<file path="src/rtl/mcu_pkg.sv">
// mcu_pkg: shared types and codes for the multi-cycle MIPS control unit
package mcu_pkg;
  typedef enum logic [3:0] {
    S_IDLE, S_FETCH, S_DECODE, S_MEM_ADDR, S_MEM_RD, S_MEM_WR, S_MEM_WB,
    S_EXEC, S_R_WB, S_ADDI_EX, S_ADDI_WB, S_BRANCH, S_JUMP, S_TRAP
  } state_t;
  localparam logic [5:0] OP_RTYPE = 6'b000000;
  localparam logic [5:0] OP_LW    = 6'b100011;
  localparam logic [5:0] OP_SW    = 6'b101011;
  localparam logic [5:0] OP_BEQ   = 6'b000100;
  localparam logic [5:0] OP_ADDI  = 6'b001000;
  localparam logic [5:0] OP_J     = 6'b000010;
  localparam logic [1:0] ALU_ADD   = 2'b00;
  localparam logic [1:0] ALU_SUB   = 2'b01;
  localparam logic [1:0] ALU_FUNCT = 2'b10;
  localparam logic [1:0] SRCB_RT     = 2'b00;
  localparam logic [1:0] SRCB_FOUR   = 2'b01;
  localparam logic [1:0] SRCB_IMM    = 2'b10;
  localparam logic [1:0] SRCB_IMM_SH = 2'b11;
  localparam logic [1:0] PCS_ALU    = 2'b00;
  localparam logic [1:0] PCS_ALUOUT = 2'b01;
  localparam logic [1:0] PCS_JUMP   = 2'b10;
  typedef struct packed {
    logic       pc_write;
    logic       pc_write_cond;
    logic       i_or_d;
    logic       mem_read;
    logic       mem_write;
    logic       ir_write;
    logic       mem_to_reg;
    logic       reg_dst;
    logic       reg_write;
    logic       alu_src_a;
    logic [1:0] alu_src_b;
    logic [1:0] alu_op;
    logic [1:0] pc_source;
  } ctrl_t;
  function automatic state_t dispatch(logic [5:0] op, logic en_addi, logic en_jump);
    return op == OP_RTYPE ? S_EXEC :
           (op == OP_LW || op == OP_SW) ? S_MEM_ADDR :
           op == OP_BEQ ? S_BRANCH :
           (op == OP_ADDI && en_addi) ? S_ADDI_EX :
           (op == OP_J && en_jump) ? S_JUMP : S_TRAP;
  endfunction
endpackage

</file>
<file path="src/rtl/mcu_if.sv">
// mcu_if: control unit <-> datapath signal bundle
interface mcu_if #(parameter int CNT_W = 16);
  logic [5:0]       instr_op;
  logic             zero;
  logic             mem_ready;
  logic             pc_write;
  logic             pc_write_cond;
  logic             i_or_d;
  logic             mem_read;
  logic             mem_write;
  logic             ir_write;
  logic             mem_to_reg;
  logic             reg_dst;
  logic             reg_write;
  logic             alu_src_a;
  logic [1:0]       alu_src_b;
  logic [1:0]       alu_op;
  logic [1:0]       pc_source;
  logic             illegal_op;
  logic [CNT_W-1:0] instr_count;
  modport master (
    input  instr_op, zero, mem_ready,
    output pc_write, pc_write_cond, i_or_d, mem_read, mem_write, ir_write,
           mem_to_reg, reg_dst, reg_write, alu_src_a, alu_src_b, alu_op,
           pc_source, illegal_op, instr_count
  );
  modport slave (
    output instr_op, zero, mem_ready,
    input  pc_write, pc_write_cond, i_or_d, mem_read, mem_write, ir_write,
           mem_to_reg, reg_dst, reg_write, alu_src_a, alu_src_b, alu_op,
           pc_source, illegal_op, instr_count
  );
endinterface

</file>
<file path="src/rtl/mcu_output_decode.sv">
// mcu_output_decode: state (+ effective mem_ready) to datapath control vector
module mcu_output_decode import mcu_pkg::*; (
  input  state_t state,
  input  logic   rdy,
  output ctrl_t  ctrl
);
  always_comb begin
    ctrl = '0;
    case (state)
      S_FETCH: begin
        ctrl.mem_read  = 1'b1;
        ctrl.ir_write  = rdy;
        ctrl.pc_write  = rdy;
        ctrl.alu_src_b = SRCB_FOUR;
      end
      S_DECODE: ctrl.alu_src_b = SRCB_IMM_SH;
      S_MEM_ADDR, S_ADDI_EX: begin
        ctrl.alu_src_a = 1'b1;
        ctrl.alu_src_b = SRCB_IMM;
      end
      S_MEM_RD: begin
        ctrl.mem_read = 1'b1;
        ctrl.i_or_d   = 1'b1;
      end
      S_MEM_WR: begin
        ctrl.mem_write = 1'b1;
        ctrl.i_or_d    = 1'b1;
      end
      S_MEM_WB: begin
        ctrl.reg_write  = 1'b1;
        ctrl.mem_to_reg = 1'b1;
      end
      S_EXEC: begin
        ctrl.alu_src_a = 1'b1;
        ctrl.alu_op    = ALU_FUNCT;
      end
      S_R_WB: begin
        ctrl.reg_dst   = 1'b1;
        ctrl.reg_write = 1'b1;
      end
      S_ADDI_WB: ctrl.reg_write = 1'b1;
      S_BRANCH: begin
        ctrl.alu_src_a     = 1'b1;
        ctrl.alu_op        = ALU_SUB;
        ctrl.pc_write_cond = 1'b1;
        ctrl.pc_source     = PCS_ALUOUT;
      end
      S_JUMP: begin
        ctrl.pc_write  = 1'b1;
        ctrl.pc_source = PCS_JUMP;
      end
      default: ;
    endcase
  end
endmodule

</file>
<file path="src/rtl/multicycle_control_unit.sv">
// multicycle_control_unit: FETCH/DECODE/EXEC/MEM/WB sequencer with stall, trap and retire count
module multicycle_control_unit import mcu_pkg::*; #(
  parameter int CNT_W    = 16,
  parameter bit EN_ADDI  = 1'b1,
  parameter bit EN_JUMP  = 1'b1,
  parameter bit MEM_WAIT = 1'b1
) (
  input logic  clk,
  input logic  rst_n,
  mcu_if.master bus
);
  state_t           state, state_nx;
  ctrl_t            ctrl;
  logic [5:0]       op_q;
  logic [CNT_W-1:0] count;
  logic             illegal;
  logic             rdy;
  logic             retire;
  assign rdy = MEM_WAIT ? bus.mem_ready : 1'b1;
  // MEM_ADDR steers on the opcode captured in DECODE, not the live bus
  always_comb begin
    state_nx = state;
    case (state)
      S_IDLE:     state_nx = S_FETCH;
      S_FETCH:    state_nx = rdy ? S_DECODE : S_FETCH;
      S_DECODE:   state_nx = dispatch(bus.instr_op, EN_ADDI, EN_JUMP);
      S_MEM_ADDR: state_nx = op_q == OP_SW ? S_MEM_WR : S_MEM_RD;
      S_MEM_RD:   state_nx = rdy ? S_MEM_WB : S_MEM_RD;
      S_MEM_WR:   state_nx = rdy ? S_FETCH : S_MEM_WR;
      S_EXEC:     state_nx = S_R_WB;
      S_ADDI_EX:  state_nx = S_ADDI_WB;
      S_MEM_WB, S_R_WB, S_ADDI_WB, S_BRANCH, S_JUMP: state_nx = S_FETCH;
      default:    state_nx = state;
    endcase
  end
  assign retire = state != S_IDLE && state != S_FETCH && state_nx == S_FETCH;
  always_ff @(posedge clk or negedge rst_n) begin
    if (!rst_n) begin
      state   <= S_IDLE;
      op_q    <= '0;
      count   <= '0;
      illegal <= 1'b0;
    end else begin
      state <= state_nx;
      if (state == S_DECODE) op_q <= bus.instr_op;
      if (retire) count <= count + 1'b1;
      if (state_nx == S_TRAP) illegal <= 1'b1;
    end
  end
  mcu_output_decode u_dec (.state(state), .rdy(rdy), .ctrl(ctrl));
  assign bus.pc_write      = ctrl.pc_write;
  assign bus.pc_write_cond = ctrl.pc_write_cond;
  assign bus.i_or_d        = ctrl.i_or_d;
  assign bus.mem_read      = ctrl.mem_read;
  assign bus.mem_write     = ctrl.mem_write;
  assign bus.ir_write      = ctrl.ir_write;
  assign bus.mem_to_reg    = ctrl.mem_to_reg;
  assign bus.reg_dst       = ctrl.reg_dst;
  assign bus.reg_write     = ctrl.reg_write;
  assign bus.alu_src_a     = ctrl.alu_src_a;
  assign bus.alu_src_b     = ctrl.alu_src_b;
  assign bus.alu_op        = ctrl.alu_op;
  assign bus.pc_source     = ctrl.pc_source;
  assign bus.illegal_op    = illegal;
  assign bus.instr_count   = count;
endmodule

</file>
<file path="src/flat_wrapper.sv">
// flat-port wrapper written by rule: the top's interface ports become plain ports
module multicycle_control_unit_flat import mcu_pkg::*;
#(
  parameter int CNT_W    = 16,
  parameter bit EN_ADDI  = 1'b1,
  parameter bit EN_JUMP  = 1'b1,
  parameter bit MEM_WAIT = 1'b1
)
  (clk, rst_n, bus_instr_op, bus_zero, bus_mem_ready, bus_pc_write, bus_pc_write_cond, bus_i_or_d, bus_mem_read, bus_mem_write, bus_ir_write, bus_mem_to_reg, bus_reg_dst, bus_reg_write, bus_alu_src_a, bus_alu_src_b, bus_alu_op, bus_pc_source, bus_illegal_op, bus_instr_count);
  mcu_if #(.CNT_W(CNT_W)) bus_i ();
  input logic clk;
  input logic rst_n;
  input wire logic [$bits(bus_i.instr_op)-1:0] bus_instr_op;
  input wire logic [$bits(bus_i.zero)-1:0] bus_zero;
  input wire logic [$bits(bus_i.mem_ready)-1:0] bus_mem_ready;
  output wire logic [$bits(bus_i.pc_write)-1:0] bus_pc_write;
  output wire logic [$bits(bus_i.pc_write_cond)-1:0] bus_pc_write_cond;
  output wire logic [$bits(bus_i.i_or_d)-1:0] bus_i_or_d;
  output wire logic [$bits(bus_i.mem_read)-1:0] bus_mem_read;
  output wire logic [$bits(bus_i.mem_write)-1:0] bus_mem_write;
  output wire logic [$bits(bus_i.ir_write)-1:0] bus_ir_write;
  output wire logic [$bits(bus_i.mem_to_reg)-1:0] bus_mem_to_reg;
  output wire logic [$bits(bus_i.reg_dst)-1:0] bus_reg_dst;
  output wire logic [$bits(bus_i.reg_write)-1:0] bus_reg_write;
  output wire logic [$bits(bus_i.alu_src_a)-1:0] bus_alu_src_a;
  output wire logic [$bits(bus_i.alu_src_b)-1:0] bus_alu_src_b;
  output wire logic [$bits(bus_i.alu_op)-1:0] bus_alu_op;
  output wire logic [$bits(bus_i.pc_source)-1:0] bus_pc_source;
  output wire logic [$bits(bus_i.illegal_op)-1:0] bus_illegal_op;
  output wire logic [$bits(bus_i.instr_count)-1:0] bus_instr_count;
  assign bus_i.instr_op = bus_instr_op;
  assign bus_i.zero = bus_zero;
  assign bus_i.mem_ready = bus_mem_ready;
  assign bus_pc_write = bus_i.pc_write;
  assign bus_pc_write_cond = bus_i.pc_write_cond;
  assign bus_i_or_d = bus_i.i_or_d;
  assign bus_mem_read = bus_i.mem_read;
  assign bus_mem_write = bus_i.mem_write;
  assign bus_ir_write = bus_i.ir_write;
  assign bus_mem_to_reg = bus_i.mem_to_reg;
  assign bus_reg_dst = bus_i.reg_dst;
  assign bus_reg_write = bus_i.reg_write;
  assign bus_alu_src_a = bus_i.alu_src_a;
  assign bus_alu_src_b = bus_i.alu_src_b;
  assign bus_alu_op = bus_i.alu_op;
  assign bus_pc_source = bus_i.pc_source;
  assign bus_illegal_op = bus_i.illegal_op;
  assign bus_instr_count = bus_i.instr_count;
  multicycle_control_unit #(.CNT_W(CNT_W), .EN_ADDI(EN_ADDI), .EN_JUMP(EN_JUMP), .MEM_WAIT(MEM_WAIT)) u_core (.clk(clk), .rst_n(rst_n), .bus(bus_i));
endmodule
</file>
<file path="config.mk">
export PLATFORM = sky130hd
export DESIGN_NAME = multicycle_control_unit_flat
export DESIGN_NICKNAME = d
export VERILOG_FILES = /design/src/rtl/mcu_pkg.sv /design/src/rtl/mcu_if.sv /design/src/rtl/mcu_output_decode.sv /design/src/rtl/multicycle_control_unit.sv /design/src/flat_wrapper.sv
export SDC_FILE = /design/constraint.sdc
export NUM_CORES = 1
export LEC_CHECK = 0
export CORE_MARGIN = 8
export CORE_UTILIZATION = 53
export DETAILED_ROUTE_END_ITERATION = 6
export MAX_ROUTING_LAYER = met4
export PLACE_DENSITY = 0.88
export RECOVER_POWER = 100
export SETUP_SLACK_MARGIN = 0.2
export SLEW_MARGIN = 20
export SYNTH_ARGS = -nofsm -noshare
export SYNTH_HDL_FRONTEND = slang
export SYNTH_SLANG_ARGS = --single-unit
</file>
<file path="constraint.sdc">
create_clock -name clk -period 5.05 [get_ports clk]
set_clock_uncertainty 0.1 [all_clocks]
set_input_delay 1.01 -clock clk [delete_from_list [all_inputs] [get_ports clk]]
set_output_delay 1.01 -clock clk [all_outputs]
set_load 0.02 [all_outputs]
</file>
* After elaboration in Yosys (flattened, before gate mapping)
Index checks and enable logic that the tools add are counted.
** Word-level totals
- Register bits after elaboration :: 27
- Latch bits :: 0
- Bits in writable memories :: 0
- Bits in read-only memories :: 0
- Output and inout bits :: 33
- Memories :: 0
** Operators by class
- Add/sub/neg operators :: 1
- Multipliers :: 0
- Divide/modulo/power cells :: 0
- Order comparisons :: 0
- Eq/ne operators :: 21
- Shift-type cells :: 0
- Multiplexer cells :: 23
- Bitwise operators :: 0
- Reduce and logical (&&, ||, !) cells :: 12
** Operators with widths (number)
- $pmux 4 s8 :: 1
- $eq 4x4->1 const B :: 6
- $eq 6x6->1 const B :: 3
- $add 16x1->16 const B :: 1
- $eq 4x3->1 const B :: 4
- $mux 4 :: 4
- $mux 1 :: 11
- $eq 4x1->1 const B :: 2
- $eq 4x2->1 const B :: 2
- $pmux 2 s2 :: 2
- $eq 6x2->1 const B :: 1
- $eq 6x3->1 const B :: 1
- $eq 6x4->1 const B :: 1
- $logic_not 6->1 :: 1
- $pmux 2 s3 :: 1
- $reduce_or 2->1 :: 3
- $reduce_or 6->1 :: 1
- $logic_not 4->1 :: 1
- $mux 2 :: 2
- $ne 4x1->1 const B :: 1
- $reduce_bool 4->1 :: 1
- $reduce_or 4->1 :: 1
- $mux 3 :: 1
- $reduce_or 3->1 :: 1
- 3 further kinds :: 4

* Logic depth before layout (Yosys ltp)
Gate-level depths: netlist (run 1).
- Depth in word-level cells :: 9
- Depth in mapped cells :: 8
- Mapped depth without buffers :: 5

* Modules after synthesis
From an unflattened synthesis (run 1), not the netlist that was laid out.
** Second synthesis, totals
- Cells, all modules :: 167
- Area, all modules :: 1771.7 um2
** Modules (own cells, without submodules)
- multicycle_control_unit :: instances 1, cells an instance 135, area each 1507.7 um2, seq. area each 675.6 um2
- mcu_output_decode :: instances 1, cells an instance 32, area each 264.0 um2, seq. area each 0.0 um2

* Worst setup path after synthesis (run 1)
No wires, ideal clock.
- Path kind :: input port to output port
- From :: input bus_mem_ready
- To :: output bus_pc_write
- Data arrival time :: 1.585 ns
- Setup slack :: 2.355 ns
- Cell stages on the path :: 2
- Buffers on the path :: 0
- Path through :: and3_1 -> or2_2
** Between the ends
- Cells in the longest elaborated chain, start to end :: 1
** RTL lines
- from (decl) :: line flat_wrapper.sv:15 : input wire logic [$bits(bus_i.mem_ready)-1:0] bus_mem_ready;
- $pmux 1 s2 :: line mcu_output_decode.sv:9 : case (state)
- to (decl) :: line flat_wrapper.sv:16 : output wire logic [$bits(bus_i.pc_write)-1:0] bus_pc_write;
Every way passes these cells.

* Worst setup path in the final report (run 1)
Same ends and word-level chain as after synthesis.

==> flow_metrics.env, run 1 <==
export IMPL_status="finished with violations"
export IMPL_violations="max-capacitance violations, max-slew violations"
export IMPL_drive_above_1_share=0.0735
export IMPL_ctsHoldBuffers=0
export IMPL_crit_fanout=3
export IMPL_drv_cap=1
export IMPL_vdd_drop_max_uv=128
export IMPL_synth_distinct_cells=47
export IMPL_drcViolationCount=0
export IMPL_crit_start="bus_mem_ready"
export IMPL_grt_max_degree=28
export IMPL_grt_first_pass_wirelength_mm=6.60
export IMPL_relSlewSlack=-0.0342
export IMPL_antenna_left=0
export IMPL_pin_count=43
export IMPL_p_total_uw=328
export IMPL_ff2ff_path_depth=5
export IMPL_firstDrtPassIters=4
export IMPL_place_hpwl_mm=2.99
export IMPL_r2r_end="u_core.bus.instr_count[1]"
export IMPL_stdcell_area_mm2=0.00204
export IMPL_die_area_mm2=0.00533
export IMPL_synthTopCellsByArea="dfrtp_1 (39%), xor2_1 (7.6%), mux2_2 (5.9%)"
export IMPL_core_mm2=0.00308
export IMPL_seqPwrFrac=0.659
export IMPL_synthFlopType="dfrtp_1"
export IMPL_synthCells=172
export IMPL_p_int_uw=253
export IMPL_synth_largest_area_cell="dfrtp_1"
export IMPL_cts_setup_buffers=0
export IMPL_tritoncts="built"
export IMPL_start_kind="input pin"
export IMPL_combPwrFrac=0.050
export IMPL_num_vias=1385
export IMPL_htree_levels=1
export IMPL_port_buffers=41
export IMPL_grt_setup_unrepaired="no"
export IMPL_grt_overflow=0
export IMPL_synthArstFlopShare=1.00
export IMPL_endpoint_kind="primary output"
export IMPL_track_usage=0.158
export IMPL_period_minus_slack_ns=3.67
export IMPL_place_area_mm2=0.00211
export IMPL_switching_share=0.228
export IMPL_reg2reg_setup_slack_ns=1.54
export IMPL_arrival_ns=2.56
export IMPL_required_ns=3.94
export IMPL_clk_pin_slew_ns=0.15
export IMPL_final_nets=216
export IMPL_tightest_slew_ns=1.53
export IMPL_setup_violations=0
export IMPL_synth_fp_nets=183
export IMPL_leakagePower_uw=0.00103
export IMPL_synth_top_area_frac=0.392
export IMPL_p_switching_uw=74.9
export IMPL_syn_area_per_cell_um2=10.0
export IMPL_cts_buffer_depth=2
export IMPL_synthesis_area_mm2=0.00172
export IMPL_area_delta_synth_final_pct=18.5
export IMPL_routabilityCongestion=0.832
export IMPL_worst_hold_path_type="reg -> reg"
export IMPL_seq_area_frac_synth=0.392
export IMPL_worstReg2RegStart="u_core.state[1]"
export IMPL_drv_slew=9
export IMPL_drt_wl_total_mm=3.96
export IMPL_ys_ff_latch=27
export IMPL_final_common_cell="dlygate4sd3_1"
export IMPL_avgViaCountPerCell=5.58
export IMPL_die_height_um=73.0
export IMPL_timing_fmax_mhz=272
export IMPL_crit_type="in -> out"
export IMPL_clockPowerShare=0.291
export IMPL_n_antenna_cell=0
export IMPL_holdWs_ns=0.391
export IMPL_setup_worst_path_end="bus_pc_write"
export IMPL_drtIter0Drc=68
export IMPL_cts_buffers=3
export IMPL_avgRoutedWirePerCell_um=16.0
export IMPL_clk_latency_ns=0.34
export IMPL_cts_repair_resize_count=0
export IMPL_floorplan_rows=20
export IMPL_yosysWarnings=0
export IMPL_final_cell_mix="dlygate4sd3_1 (35), dfrtp_1 (27), nand2_1 (17)"
export IMPL_final_hold_viol_count=0
export IMPL_cts_root_buf="clkbuf_4"
export IMPL_antenna_found_initial=0
export IMPL_synth_edf_count=0
export IMPL_start_util=0.560
export IMPL_die_w_um=73.0
export IMPL_power_density_mw_per_mm2=161
export IMPL_fin_tns_setup_ns=0
export IMPL_post_route_util=0.663
export IMPL_cts_sinks=27
export IMPL_grt_pass1_vias=1329
export IMPL_period_share=0.727
==> worst min-delay path by stage <==
stage | from | to | slack [ns] | cells past startpoint
global route | u_core.bus.instr_count[15] | u_core.bus.instr_count[15] | 0.41 | 1
CTS | u_core.bus.instr_count[15] | u_core.bus.instr_count[15] | 0.40 | 1
floorplan | u_core.op_q[4] | u_core.op_q[4] | 0.37 | 1
global placement | u_core.bus.instr_count[15] | u_core.bus.instr_count[15] | 0.36 | 1
detailed placement | u_core.bus.instr_count[15] | u_core.bus.instr_count[15] | 0.37 | 1
finish | u_core.bus.instr_count[15] | u_core.bus.instr_count[15] | 0.39 | 1
==> Yosys cell counts (2+ instances only) <==
library cell	n
nor2_1	12
nor4_1	6
a21boi_0	2
clkbuf_1	3
xnor2_1	2
o211ai_1	2
buf_2	6
nand4_1	4
nor3_1	5
a21oi_1	3
mux2_2	9
nor2b_1	2
nor4_2	5
and3_1	6
nand3_1	8
nor4_4	2
dfrtp_1	27
nand2b_1	5
o21ai_0	3
buf_4	3
nand2_1	17
xor2_1	15
==> power by group through the flow <==
stage	Sequential [µW]	Clock (µW)	Combinational, µW
floorplan	220	0	3.19
global placement	220	0	16.4
detailed placement	220	0	17.5
CTS	216	98.1	17.4
global route	216	107	18.6
finish	216	95.6	16.3
==> metal layers <==
metal | track usage | vias up | share of wire
met5 | - | - | 0
met4 | 0.0467 | 0 | 0.012
met3 | 0.0385 | 7 | 0.045
met2 | 0.262 | 26 | 0.50
met1 | 0.184 | 669 | 0.44
li1 | - | 683 | -
==> state kept, by name (all words and copies together) (netlist names) <==
| name | flops |
|---|---|
| u_core.bus.illegal_op | 1 |
| u_core.bus.instr_count | 16 |
| u_core.op_q | 6 |
| u_core.state | 4 |
==> cells by family (layout without fill, tap and decap cells) <==
logic type / count (synthesis) / in the layout / synth area share
flip-flops: 27 / 27 / 0.392
AND/OR/NAND/NOR: 84 / 84 / 0.318
buffers and inverters: 15 / 47 / 0.0545
XOR/XNOR: 17 / 17 / 0.0864
adder cells (fa/ha/maj): 1 / 1 / 0.00726
AO/OA/AOI/OAI: 18 / 18 / 0.0770
multiplexers: 10 / 10 / 0.0646
==> final cells by class <==
type	instances	area, µm²
clock inverter	1	5.00
timing repair buffer	42	414
sequential	27	676
fill	265	1040
clock buffer	3	22.5
multi-input combinational	130	866
tap	44	55.1
inverter	1	3.75
==> critical path: stages <==
cell and delay [ns]:
clkdlybuf4s50_1 0.45, and3_1 0.17, or2_2 0.28, dlygate4sd3_1 0.65
==> through the flow <==
| stage | worst slack, ns | cells |
|---|---|---|
| CTS | 1.48 | 248 |
| global placement | 1.51 | 244 |
| detailed placement | 1.48 | 244 |
| finish | 1.38 | 248 |
| floorplan | 2.35 | 172 |
| global route | 1.30 | 248 |
No activity file was read; power rests on OpenSTA's default activity.
==> run 2: changes to the inputs <==
--- a/config.mk
+++ b/config.mk
@@ -6,10 +6,10 @@
 export NUM_CORES = 1
 export LEC_CHECK = 0
 export CORE_MARGIN = 8
-export CORE_UTILIZATION = 53
+export CORE_UTILIZATION = 49
 export DETAILED_ROUTE_END_ITERATION = 6
 export MAX_ROUTING_LAYER = met4
-export PLACE_DENSITY = 0.88
+export PLACE_DENSITY = 0.83
 export RECOVER_POWER = 100
 export SETUP_SLACK_MARGIN = 0.2
 export SLEW_MARGIN = 20
==> constraint.sdc (replaced) <==
create_clock -name clk -period 3.4 [get_ports clk]
set_clock_uncertainty 0.1 [all_clocks]
set_input_delay 0.68 -clock clk [delete_from_list [all_inputs] [get_ports clk]]
set_output_delay 0.68 -clock clk [all_outputs]
set_load 0.02 [all_outputs]
==> flow_metrics.env, run 2 (synthesis gave the netlist of run 1 again) <==
export IMPL_track_usage=0.141
export IMPL_htree_levels=1
export IMPL_setup_violations=0
export IMPL_avgViaCountPerCell=5.53
export IMPL_drive_above_1_share=0.0976
export IMPL_cts_buffers=3
export IMPL_timing_fmax_mhz=318
export IMPL_slowest_delay_ns=0.67
export IMPL_status="complete, no violations"
export IMPL_antenna_left=0
export IMPL_tritoncts="built"
export IMPL_clk_pin_slew_ns=0.16
export IMPL_crit_fanout=15
export IMPL_required_ns=2.62
export IMPL_endpoint_kind="primary output"
export IMPL_routabilityCongestion=0.872
export IMPL_floorplan_rows=21
export IMPL_grt_pass1_vias=1295
export IMPL_reg2reg_setup_slack_ns=0.54
export IMPL_r2r_end="u_core.bus.instr_count[9]"
export IMPL_fin_tns_setup_ns=0
export IMPL_cts_repair_resize_count=0
export IMPL_tightest_slew_ns=1.42
export IMPL_clk_latency_ns=0.33
export IMPL_drv_slew=0
export IMPL_whs_path_depth=1
export IMPL_pin_count=43
export IMPL_grt_first_pass_wirelength_mm=6.13
export IMPL_final_nets=217
export IMPL_final_common_cell="dlygate4sd3_1"
export IMPL_leakagePower_uw=0.00104
export IMPL_drv_cap=0
export IMPL_core_mm2=0.00336
export IMPL_period_share=0.924
export IMPL_vdd_drop_max_uv=170
export IMPL_min_to="u_core.bus.instr_count[15]"
export IMPL_place_hpwl_mm=2.84
export IMPL_cp_cell_sequence="nor2_1, and3_1, or2_2, dlygate4sd3_1"
export IMPL_die_w_um=75.3
export IMPL_die_height_um=75.3
export IMPL_power_density_mw_per_mm2=234
export IMPL_area_delta_synth_final_pct=21.2
export IMPL_num_vias=1387
export IMPL_drcViolationCount=0
export IMPL_port_buffers=41
export IMPL_start_kind="flip-flop"
export IMPL_cts_setup_buffers=0
export IMPL_worst_hold_path_type="reg -> reg"
export IMPL_relSlewSlack=0.0538
export IMPL_crit_type="reg -> out"
export IMPL_stdcell_area_mm2=0.00209
export IMPL_period_minus_slack_ns=3.14
export IMPL_fillCellCount=298
export IMPL_grt_setup_unrepaired="no"
export IMPL_ff2ff_path_depth=6
export IMPL_post_route_util=0.621
export IMPL_arrival_ns=2.36
export IMPL_cts_buffer_depth=2
export IMPL_firstDrtPassIters=4
export IMPL_cts_sinks=27
export IMPL_worstReg2RegStart="u_core.state[1]"
export IMPL_drtIter0Drc=153
export IMPL_antenna_found_initial=0
export IMPL_holdCritStartpoint="u_core.bus.instr_count[15]"
export IMPL_die_area_mm2=0.00567
export IMPL_start_util=0.512
export IMPL_final_hold_viol_count=0
export IMPL_ctsHoldBuffers=0
export IMPL_grt_overflow=0
export IMPL_cts_root_buf="clkbuf_4"
export IMPL_grt_max_degree=28
export IMPL_avgRoutedWirePerCell_um=14.9
export IMPL_drt_wl_total_mm=3.75
export IMPL_place_area_mm2=0.00212
export IMPL_n_antenna_cell=0
export IMPL_slowest_stage="dfrtp_1"
export IMPL_final_cell_mix="dlygate4sd3_1 (35), dfrtp_1 (26), nand2_1 (17)"
export IMPL_largest_register_ffs=16
run 2: cell count changes in the layout (fill, tap and decap cells not counted), sizes merged:
cell      change
clkbuf        +1
clkinv        -1
clkinvlp      +1
run 2: worst max-delay path: cells and delay by family, from the launching register on:
family        cells  cell delay (ns)
simple gates      3             0.72
buf+inv           1             0.65
flops             1             0.67
run 2: worst max-delay path by stage:
stage | start | end | cells after the start
2_1_floorplan | bus_instr_op[5] | u_core.bus.instr_count[1] | 6
3_3_place_gp | bus_instr_op[2] | u_core.bus.instr_count[15] | 7
3_5_place_dp | bus_instr_op[2] | u_core.bus.instr_count[13] | 7
4_1_cts | u_core.state[2] | bus_pc_write | 4
5_1_grt | u_core.state[3] | bus_pc_write | 4
6_report | u_core.state[3] | bus_pc_write | 4
run 2: metal layers:
layer	global-route usage	up-vias	wire length (µm)
met5	-	-	0
met4	0.0384	0	31
met3	0.0237	4	137
met2	0.225	29	1850
met1	0.180	665	1730
li1	-	689	-
run 2: through the flow:
step / hold slack, ns / power [µW] / instances / setup WS, ns
after floorplan: 0.284 / 332 / 172 / 1.13
after global placement: 0.355 / 352 / 247 / 0.409
after global routing: 0.388 / 507 / 251 / 0.135
after detailed placement: 0.357 / 353 / 247 / 0.393
after CTS: 0.380 / 494 / 251 / 0.306
final: 0.371 / 489 / 251 / 0.257
run 2: report_power, final:
group          switching, µW  internal, µW  total, µW
logic                   13.6          10.7       24.3
registers                  0           321        321
clock network           98.5          45.1        144
total                    112           377        489
run 2: cell type report:
type	instances	area, µm²	area share
clock buffer	3	22.5	0.0108
clock inverter	1	7.51	0.00359
inverter	1	3.75	0.00180
multi-input combinational	130	902	0.432
sequential	27	677	0.324
tap	46	57.6	0.0276
timing repair buffer	43	418	0.200
==> run 3: changes to the inputs <==
--- a/config.mk
+++ b/config.mk
@@ -8,10 +8,8 @@
 export CORE_MARGIN = 8
 export CORE_UTILIZATION = 49
 export DETAILED_ROUTE_END_ITERATION = 6
-export MAX_ROUTING_LAYER = met4
 export PLACE_DENSITY = 0.83
 export RECOVER_POWER = 100
-export SETUP_SLACK_MARGIN = 0.2
 export SLEW_MARGIN = 20
 export SYNTH_ARGS = -nofsm -noshare
 export SYNTH_HDL_FRONTEND = slang
==> flow_metrics.env, run 3 (synthesis gave the netlist of run 1 again) <==
export IMPL_num_vias=1390
export IMPL_drt_wl_total_mm=3.76
export IMPL_drtIter0Drc=162
export IMPL_floorplan_rows=21
export IMPL_port_buffers=41
export IMPL_whs_path_depth=1
export IMPL_p_switching_uw=112
export IMPL_start_util=0.512
export IMPL_drv_cap=0
export IMPL_cts_buffers=3
export IMPL_final_nets=217
export IMPL_routabilityCongestion=0.858
export IMPL_cts_sinks=27
export IMPL_grt_setup_unrepaired="no"
export IMPL_switching_share=0.229
export IMPL_grt_max_degree=28
export IMPL_setup_violations=0
export IMPL_die_height_um=75.3
export IMPL_timing_fmax_mhz=321
export IMPL_period_share=0.917
export IMPL_combPwrFrac=0.050
export IMPL_firstDrtPassIters=4
export IMPL_drive_above_1_share=0.0878
export IMPL_grt_first_pass_wirelength_mm=6.14
export IMPL_relSlewSlack=0.0586
export IMPL_fin_tns_setup_ns=0
export IMPL_p_total_uw=489
export IMPL_htree_levels=1
export IMPL_drv_slew=0
export IMPL_post_route_util=0.619
export IMPL_clk_latency_ns=0.33
export IMPL_crit_fanout=16
export IMPL_arrival_ns=2.34
export IMPL_required_ns=2.62
export IMPL_final_cell_mix="dlygate4sd3_1 (34), dfrtp_1 (27), nand2_1 (17)"
export IMPL_ctsHoldBuffers=0
export IMPL_leakagePower_uw=0.00104
export IMPL_power_density_mw_per_mm2=235
export IMPL_drcViolationCount=0
export IMPL_avgRoutedWirePerCell_um=15.0
export IMPL_worst_hold_path_type="reg -> reg"
export IMPL_final_hold_viol_count=0
export IMPL_cts_root_buf="clkbuf_4"
export IMPL_vdd_drop_max_uv=171
export IMPL_final_common_cell="dlygate4sd3_1"
export IMPL_largest_register_ffs=16
export IMPL_cts_buffer_depth=2
export IMPL_grt_pass1_vias=1293
export IMPL_die_area_mm2=0.00567
export IMPL_n_antenna_cell=0
export IMPL_area_delta_synth_final_pct=20.9
export IMPL_seqPwrFrac=0.657
export IMPL_start_kind="flip-flop"
export IMPL_grt_overflow=0
export IMPL_antenna_found_initial=0
export IMPL_crit_type="reg -> out"
export IMPL_tritoncts="built"
export IMPL_ff2ff_path_depth=6
export IMPL_cts_repair_resize_count=0
export IMPL_place_hpwl_mm=2.84
export IMPL_status="complete, no violations"
export IMPL_avgViaCountPerCell=5.54
export IMPL_clk_pin_slew_ns=0.16
export IMPL_clockPowerShare=0.293
export IMPL_pin_count=43
export IMPL_die_w_um=75.3
export IMPL_track_usage=0.137
export IMPL_core_mm2=0.00336
export IMPL_p_int_uw=377
export IMPL_cts_setup_buffers=0
export IMPL_endpoint_kind="primary output"
export IMPL_period_minus_slack_ns=3.12
export IMPL_antenna_left=0
export IMPL_tightest_slew_ns=1.41
[run 3: cell count changes in the layout (fill, tap and decap cells not counted)]
| cell | previous run | this run |
|---|---|---|
| o21ai_1 | 0 | 1 |
| o21ai_2 | 1 | 0 |
| dfrtp_1 | 26 | 27 |
| dlygate4sd3_1 | 35 | 34 |
| dfrtp_2 | 1 | 0 |
| clkdlybuf4s50_1 | 6 | 7 |
[run 3: critical path, cell delays in order, from the launching register on]
cell and delay, ns:
dfrtp_1 0.72, nor2_1 0.21, and3_1 0.25, or2_2 0.29, clkdlybuf4s50_1 0.54
[run 3: final timing paths]
kind / to / from / slack [ns]
min reg2reg: u_core.bus.instr_count[15] / u_core.bus.instr_count[15] / 0.37
min in group asynchronous: u_core.bus.instr_count[5] / rst_n / 1.08
max in group asynchronous: u_core.op_q[0] / rst_n / 1.29
min: u_core.bus.instr_count[15] / u_core.bus.instr_count[15] / 0.37
max: bus_pc_write / u_core.state[2] / 0.28
max reg2reg: u_core.bus.instr_count[9] / u_core.state[1] / 0.53
[run 3: metrics by stage]
stage | hold slack, ns | cell area [µm²] | setup WS [ns] | instances
finish | 0.371 | 2080 | 0.281 | 251
global route | 0.388 | 2080 | 0.195 | 251
CTS | 0.380 | 2150 | 0.306 | 251
detailed placement | 0.357 | 2120 | 0.393 | 247
global placement | 0.355 | 2120 | 0.409 | 247
floorplan | 0.284 | 1720 | 1.13 | 172
[run 3: area by class of cell]
class / instances / area, µm²
Inverter: 1 / 3.75
Fill cell: 301 / 1280
Tap cell: 46 / 57.6
Multi-Input combinational cell: 130 / 898
Sequential cell: 27 / 676
Clock inverter: 1 / 7.51
Timing Repair Buffer: 43 / 418
Clock buffer: 3 / 22.5
[run 3: routing by layer]
metal / routed length (µm) / part of all wire / track usage / vias up
li1: - / - / - / 686
met1: 1710 / 0.45 / 0.177 / 665
met2: 1830 / 0.49 / 0.225 / 33
met3: 176 / 0.047 / 0.0289 / 6
met4: 45 / 0.012 / 0.0384 / 0
met5: 0 / 0 / 0 / -
[run 3: power by group through the flow]
stage / clock [µW] / combinational, µW / sequential, µW
2_1_floorplan: 0 / 4.74 / 327
3_3_place_gp: 0 / 24.6 / 327
3_5_place_dp: 0 / 25.6 / 327
4_1_cts: 147 / 25.6 / 321
5_1_grt: 159 / 27.2 / 321
6_report: 143 / 24.3 / 321
